$ cat config.mk
export PLATFORM = sky130hd
export DESIGN_NAME = datapath_sequencer
export DESIGN_NICKNAME = d
export VERILOG_FILES = /design/src/rtl/datapath_sequencer.sv
export SDC_FILE = /design/constraint.sdc
export NUM_CORES = 1
export LEC_CHECK = 0
export CAP_MARGIN = 20
export CORE_AREA = 2 2 83 92
export CTS_BUF_LIST = sky130_fd_sc_hd__clkbuf_4 sky130_fd_sc_hd__clkbuf_8
export DETAILED_ROUTE_END_ITERATION = 7
export DIE_AREA = 0 0 85 94
export PLACE_DENSITY = 0.87
export SYNTH_ARGS = -nofsm -noshare
export SYNTH_HDL_FRONTEND = slang
export SYNTH_SLANG_ARGS = --single-unit
$ cat constraint.sdc
create_clock -name CLK -period 5.9 [get_ports CLK]
set_input_delay 1.77 -clock CLK [delete_from_list [all_inputs] [get_ports CLK]]
set_output_delay 1.77 -clock CLK [all_outputs]
set_load 0.05 [all_outputs]
$ cat src/rtl/datapath_sequencer.sv
// Multicycle fetch/decode/memory/writeback sequencer for a shared memory port.
// It raises the request strobes, gates the architectural write enables, and
// keeps the halt/error flags and the saturating performance counters.
module datapath_sequencer #(
    parameter int CNT_W   = 32,
    parameter int TIMEOUT = 255
) (
    input  logic             CLK,
    input  logic             nRST,
    input  logic             ihit,
    input  logic             dhit,
    input  logic             cu_dREN,
    input  logic             cu_dWEN,
    input  logic             cu_regWrite,
    input  logic             cu_halt,
    output logic             imemREN,
    output logic             dmemREN,
    output logic             dmemWEN,
    output logic             instrEN,
    output logic             pcEN,
    output logic             regWEN,
    output logic             halt,
    output logic             err,
    output logic [CNT_W-1:0] cyc_count,
    output logic [CNT_W-1:0] instr_count
);

    localparam int WAIT_W = (TIMEOUT < 2) ? 1 : $clog2(TIMEOUT + 1);
    localparam logic [WAIT_W-1:0] WAIT_LAST = WAIT_W'(TIMEOUT - 1);

    typedef enum logic [2:0] {
        IDLE   = 3'd0,
        FETCH  = 3'd1,
        DECODE = 3'd2,
        MEM    = 3'd3,
        WB     = 3'd4,
        HALT   = 3'd5
    } state_t;

    state_t            state_reg;
    logic [WAIT_W-1:0] wait_reg;
    logic              dren_reg;
    logic              dwen_reg;
    logic              regwrite_reg;
    logic              err_reg;
    logic [CNT_W-1:0]  cyc_reg;
    logic [CNT_W-1:0]  instr_reg;

    always_ff @(posedge CLK or negedge nRST) begin
        if (!nRST) begin
            state_reg    <= IDLE;
            wait_reg     <= '0;
            dren_reg     <= 1'b0;
            dwen_reg     <= 1'b0;
            regwrite_reg <= 1'b0;
            err_reg      <= 1'b0;
            cyc_reg      <= '0;
            instr_reg    <= '0;
        end else begin
            if (state_reg != IDLE && state_reg != HALT && cyc_reg != '1)
                cyc_reg <= cyc_reg + 1'b1;

            case (state_reg)
                IDLE: begin
                    wait_reg  <= '0;
                    state_reg <= FETCH;
                end
                FETCH: begin
                    // A hit in the last allowed cycle still wins over the timeout.
                    if (ihit) begin
                        state_reg <= DECODE;
                    end else if (wait_reg == WAIT_LAST) begin
                        err_reg   <= 1'b1;
                        state_reg <= HALT;
                    end else begin
                        wait_reg <= wait_reg + 1'b1;
                    end
                end
                DECODE: begin
                    dren_reg     <= cu_dREN;
                    dwen_reg     <= cu_dWEN;
                    regwrite_reg <= cu_regWrite;
                    wait_reg     <= '0;
                    if (cu_halt) begin
                        state_reg <= HALT;
                    end else if (cu_dREN && cu_dWEN) begin
                        err_reg   <= 1'b1;
                        state_reg <= HALT;
                    end else if (cu_dREN || cu_dWEN) begin
                        state_reg <= MEM;
                    end else begin
                        state_reg <= WB;
                    end
                end
                MEM: begin
                    if (dhit) begin
                        state_reg <= WB;
                    end else if (wait_reg == WAIT_LAST) begin
                        err_reg   <= 1'b1;
                        state_reg <= HALT;
                    end else begin
                        wait_reg <= wait_reg + 1'b1;
                    end
                end
                WB: begin
                    if (instr_reg != '1)
                        instr_reg <= instr_reg + 1'b1;
                    wait_reg  <= '0;
                    state_reg <= FETCH;
                end
                HALT: begin
                    state_reg <= HALT;
                end
                default: begin
                    state_reg <= IDLE;
                end
            endcase
        end
    end

    // Decoded straight from state so an asynchronous reset drops them at once.
    assign imemREN     = (state_reg == FETCH);
    assign instrEN     = (state_reg == FETCH) & ihit;
    assign dmemREN     = (state_reg == MEM) & dren_reg;
    assign dmemWEN     = (state_reg == MEM) & dwen_reg;
    assign pcEN        = (state_reg == WB);
    assign regWEN      = (state_reg == WB) & regwrite_reg;
    assign halt        = (state_reg == HALT);
    assign err         = err_reg;
    assign cyc_count   = cyc_reg;
    assign instr_count = instr_reg;

endmodule

==> impl_metrics.tcl <==
set metrics [dict create \
    fmax_ghz 0.199 \
    cts_htree_levels 3 \
    avgViaCountPerCell 5.73 \
    cp_slowest_cell "clkdlybuf4s50_1" \
    fillCellCount 510 \
    period_needed_ns 5.02 \
    cp_common_cell "clkdlybuf4s50_1" \
    first_global_vias 3055 \
    yosysUniqueCellTypes 49 \
    rows 32 \
    cts_hold_buf 0 \
    end_kind "output pin" \
    period_share 0.851 \
    synth.yosys.seq_area_share 0.496 \
    avgSynthCellArea_um2 10.4 \
    antenna_cells 0 \
    cts_tree "done" \
    path_buf_inv 2 \
    dp_hpwl_mm 6.11 \
    grt-ovfl-total 0 \
    tightest_slew_ns 0.995 \
    rrSetupSlack_ns 3.30 \
    hold_path_class "reg -> reg" \
    synth-async-reset-ratio 1.00 \
    finalMaxSlewViolations 0 \
    synthCells 385 \
    syn_nets 399 \
    cp_top_family "buffers and inverters" \
    slowest_delay_ns 0.80 \
    routed_wl_mm 8.57 \
    drv_cap 0 \
    io_buffers 79 \
    powerDensity_nw_per_um2 345 \
    grt.total_usage 0.226 \
    drc 0 \
    critPathKind "in -> out" \
    pre_cts_slack_ns 0.866 \
    io_pins 80 \
    synth_edf_count 0 \
    path_cells "clkdlybuf4s50_1 > nand2b_1 > nor2_1 > clkdlybuf4s50_1" \
    outcome "finished clean" \
    path_max_fanout 4 \
    antenna_left 0 \
    drive_above_1_share 0.0658 \
    drt-pass1-iter-count 5 \
    worst_slack_ns 0.876 \
    cts_setup_buffers 0 \
    antenna_found_initial 0 \
    finalNonFillerCells 556 \
    post_drt_wl_per_cell_um 15.4 \
    required_ns 4.13 \
    synth_ff_type "dfrtp_1" \
    gp_congestion 0.861 \
    hold_viol 0 \
    die-area_um2 7990 \
    grt_pass1_wl_mm 14.5 \
    critPathArrivalTime_ns 3.25 \
    syn_area_um2 3990 \
    cts_resized 0 \
    timing.critical_path.from_type "input pin" \
    total_power_uw 1760 \
    max-vdd-ir-drop_mv 0.284 \
    setup_viol 0 \
    rsz0062_at_grt "false" \
    layout_common_cells "dfrtp_1, clkdlybuf4s50_1, xnor2_1" \
    die_w_um 85 \
    final_common_cell "dfrtp_1" \
    clk_pin_slew_ns 0.08 \
    p_leak_uw 0.00224 \
    slew_headroom 0.326 \
    cts_sinks 79 \
    final_core_util 0.728 \
    core_um2 7010 \
    clock_latency_ns 0.34 \
    cts_buffers 9 \
    cts_root_buf "clkbuf_8" \
    finalSetupTns_ns 0 \
    route.vias.total 3187 \
    ys_ff_latch 79 \
    place_inst 540 \
    drt_iter0_drc 255 \
    final_nets 481 \
    cts_buffer_depth 2 \
    synth_warnings 0 \
    area_growth_pct 28.0 \
    start_util 0.569 \
    grt_max_degree 80 \
    die_h_um 94 \
    finClkSkew_ns 0.00678 \
]
-- kinds of logic (layout without fill, tap and decap cells) --
group | count (synthesis) | after routing | synth area share
mux | 7 | 7 | 0.0191
simple gates | 179 | 179 | 0.257
fa+ha+maj | 6 | 6 | 0.0188
xor+xnor | 64 | 64 | 0.141
compound gates | 24 | 24 | 0.0417
flops | 79 | 79 | 0.496
buf+inv | 26 | 112 | 0.0273
-- metrics by stage --
stage	instance area, µm²	hold WS, ns
after detailed placement	4840	0.477
after CTS	5070	0.490
after global routing	5100	0.514
after floorplan	3990	0.472
final	5100	0.497
after global placement	4840	0.472
-- synth_stat cells, types with 2 or more instances --
| cell | count | area (µm²) |
|---|---|---|
| xnor2_1 | 33 | 289 |
| nand4b_1 | 3 | 26.3 |
| ha_1 | 6 | 75.1 |
| and3_1 | 11 | 68.8 |
| o21ai_0 | 4 | 20.0 |
| dfrtp_1 | 79 | 1980 |
| o311ai_1 | 2 | 17.5 |
| xor2_1 | 31 | 272 |
| nand4_1 | 24 | 150 |
| nand2_1 | 27 | 101 |
| clkbuf_1 | 7 | 26.3 |
| nor4_4 | 2 | 42.5 |
| or3_1 | 3 | 18.8 |
| mux2_2 | 5 | 56.3 |
| nor2b_1 | 2 | 12.5 |
| nor3_1 | 21 | 105 |
| nor4_1 | 7 | 43.8 |
| and2_1 | 5 | 31.3 |
| and4_1 | 7 | 61.3 |
| mux2i_1 | 2 | 20.0 |
| nand3b_1 | 2 | 15.0 |
| nand3_1 | 24 | 120 |
| inv_1 | 16 | 60.1 |
| a31oi_1 | 4 | 25.0 |
| a21oi_1 | 5 | 25.0 |
| nor2_1 | 30 | 113 |
-- report_power, final --
group / total [µW] / internal [µW] / switching (µW) / leakage (µW)
sequential: 716 / 610 / 105 / 0.00107
clock: 472 / 278 / 194 / 0.000111
combinational: 574 / 210 / 364 / 0.00105
-- cell type report --
| type | instances | area, µm² | area share |
|---|---|---|---|
| multi-input cells | 280 | 1900 | 0.373 |
| inverters | 16 | 60.1 | 0.0118 |
| well taps | 85 | 106 | 0.0208 |
| clock inverters | 6 | 110 | 0.0216 |
| repair buffers | 81 | 823 | 0.161 |
| flip-flops and latches | 79 | 1980 | 0.387 |
| clock buffers | 9 | 124 | 0.0243 |
-- worst reg2reg max path, stage by stage, from the launching register on --
cell and delay, ns:
dfrtp_1 0.40, ha_1 0.29, nand4_1 0.15, nor4_1 0.48
or4b_1 0.63, nand2_1 0.17, mux2_2 0.35
-- worst paths after layout --
path                       cells past startpoint            end           from
setup / recovery                               4        instrEN           ihit
hold / removal                                 1  cyc_count[18]  cyc_count[18]
setup reg to reg                               6   cyc_count[1]   cyc_count[0]
hold reg to reg                                1  cyc_count[18]  cyc_count[18]
max in group asynchronous                      2    wait_reg[4]           nRST
min in group asynchronous                      1  cyc_count[12]           nRST
-- layer usage --
metal,vias to the layer above,global-route usage,share of wire
met2,90,0.370,0.50
met5,-,0,0
li1,1521,-,-
met3,8,0.0316,0.047
met4,0,0.0794,0.012
met1,1568,0.309,0.44
(Power assumes the default switching activity.)
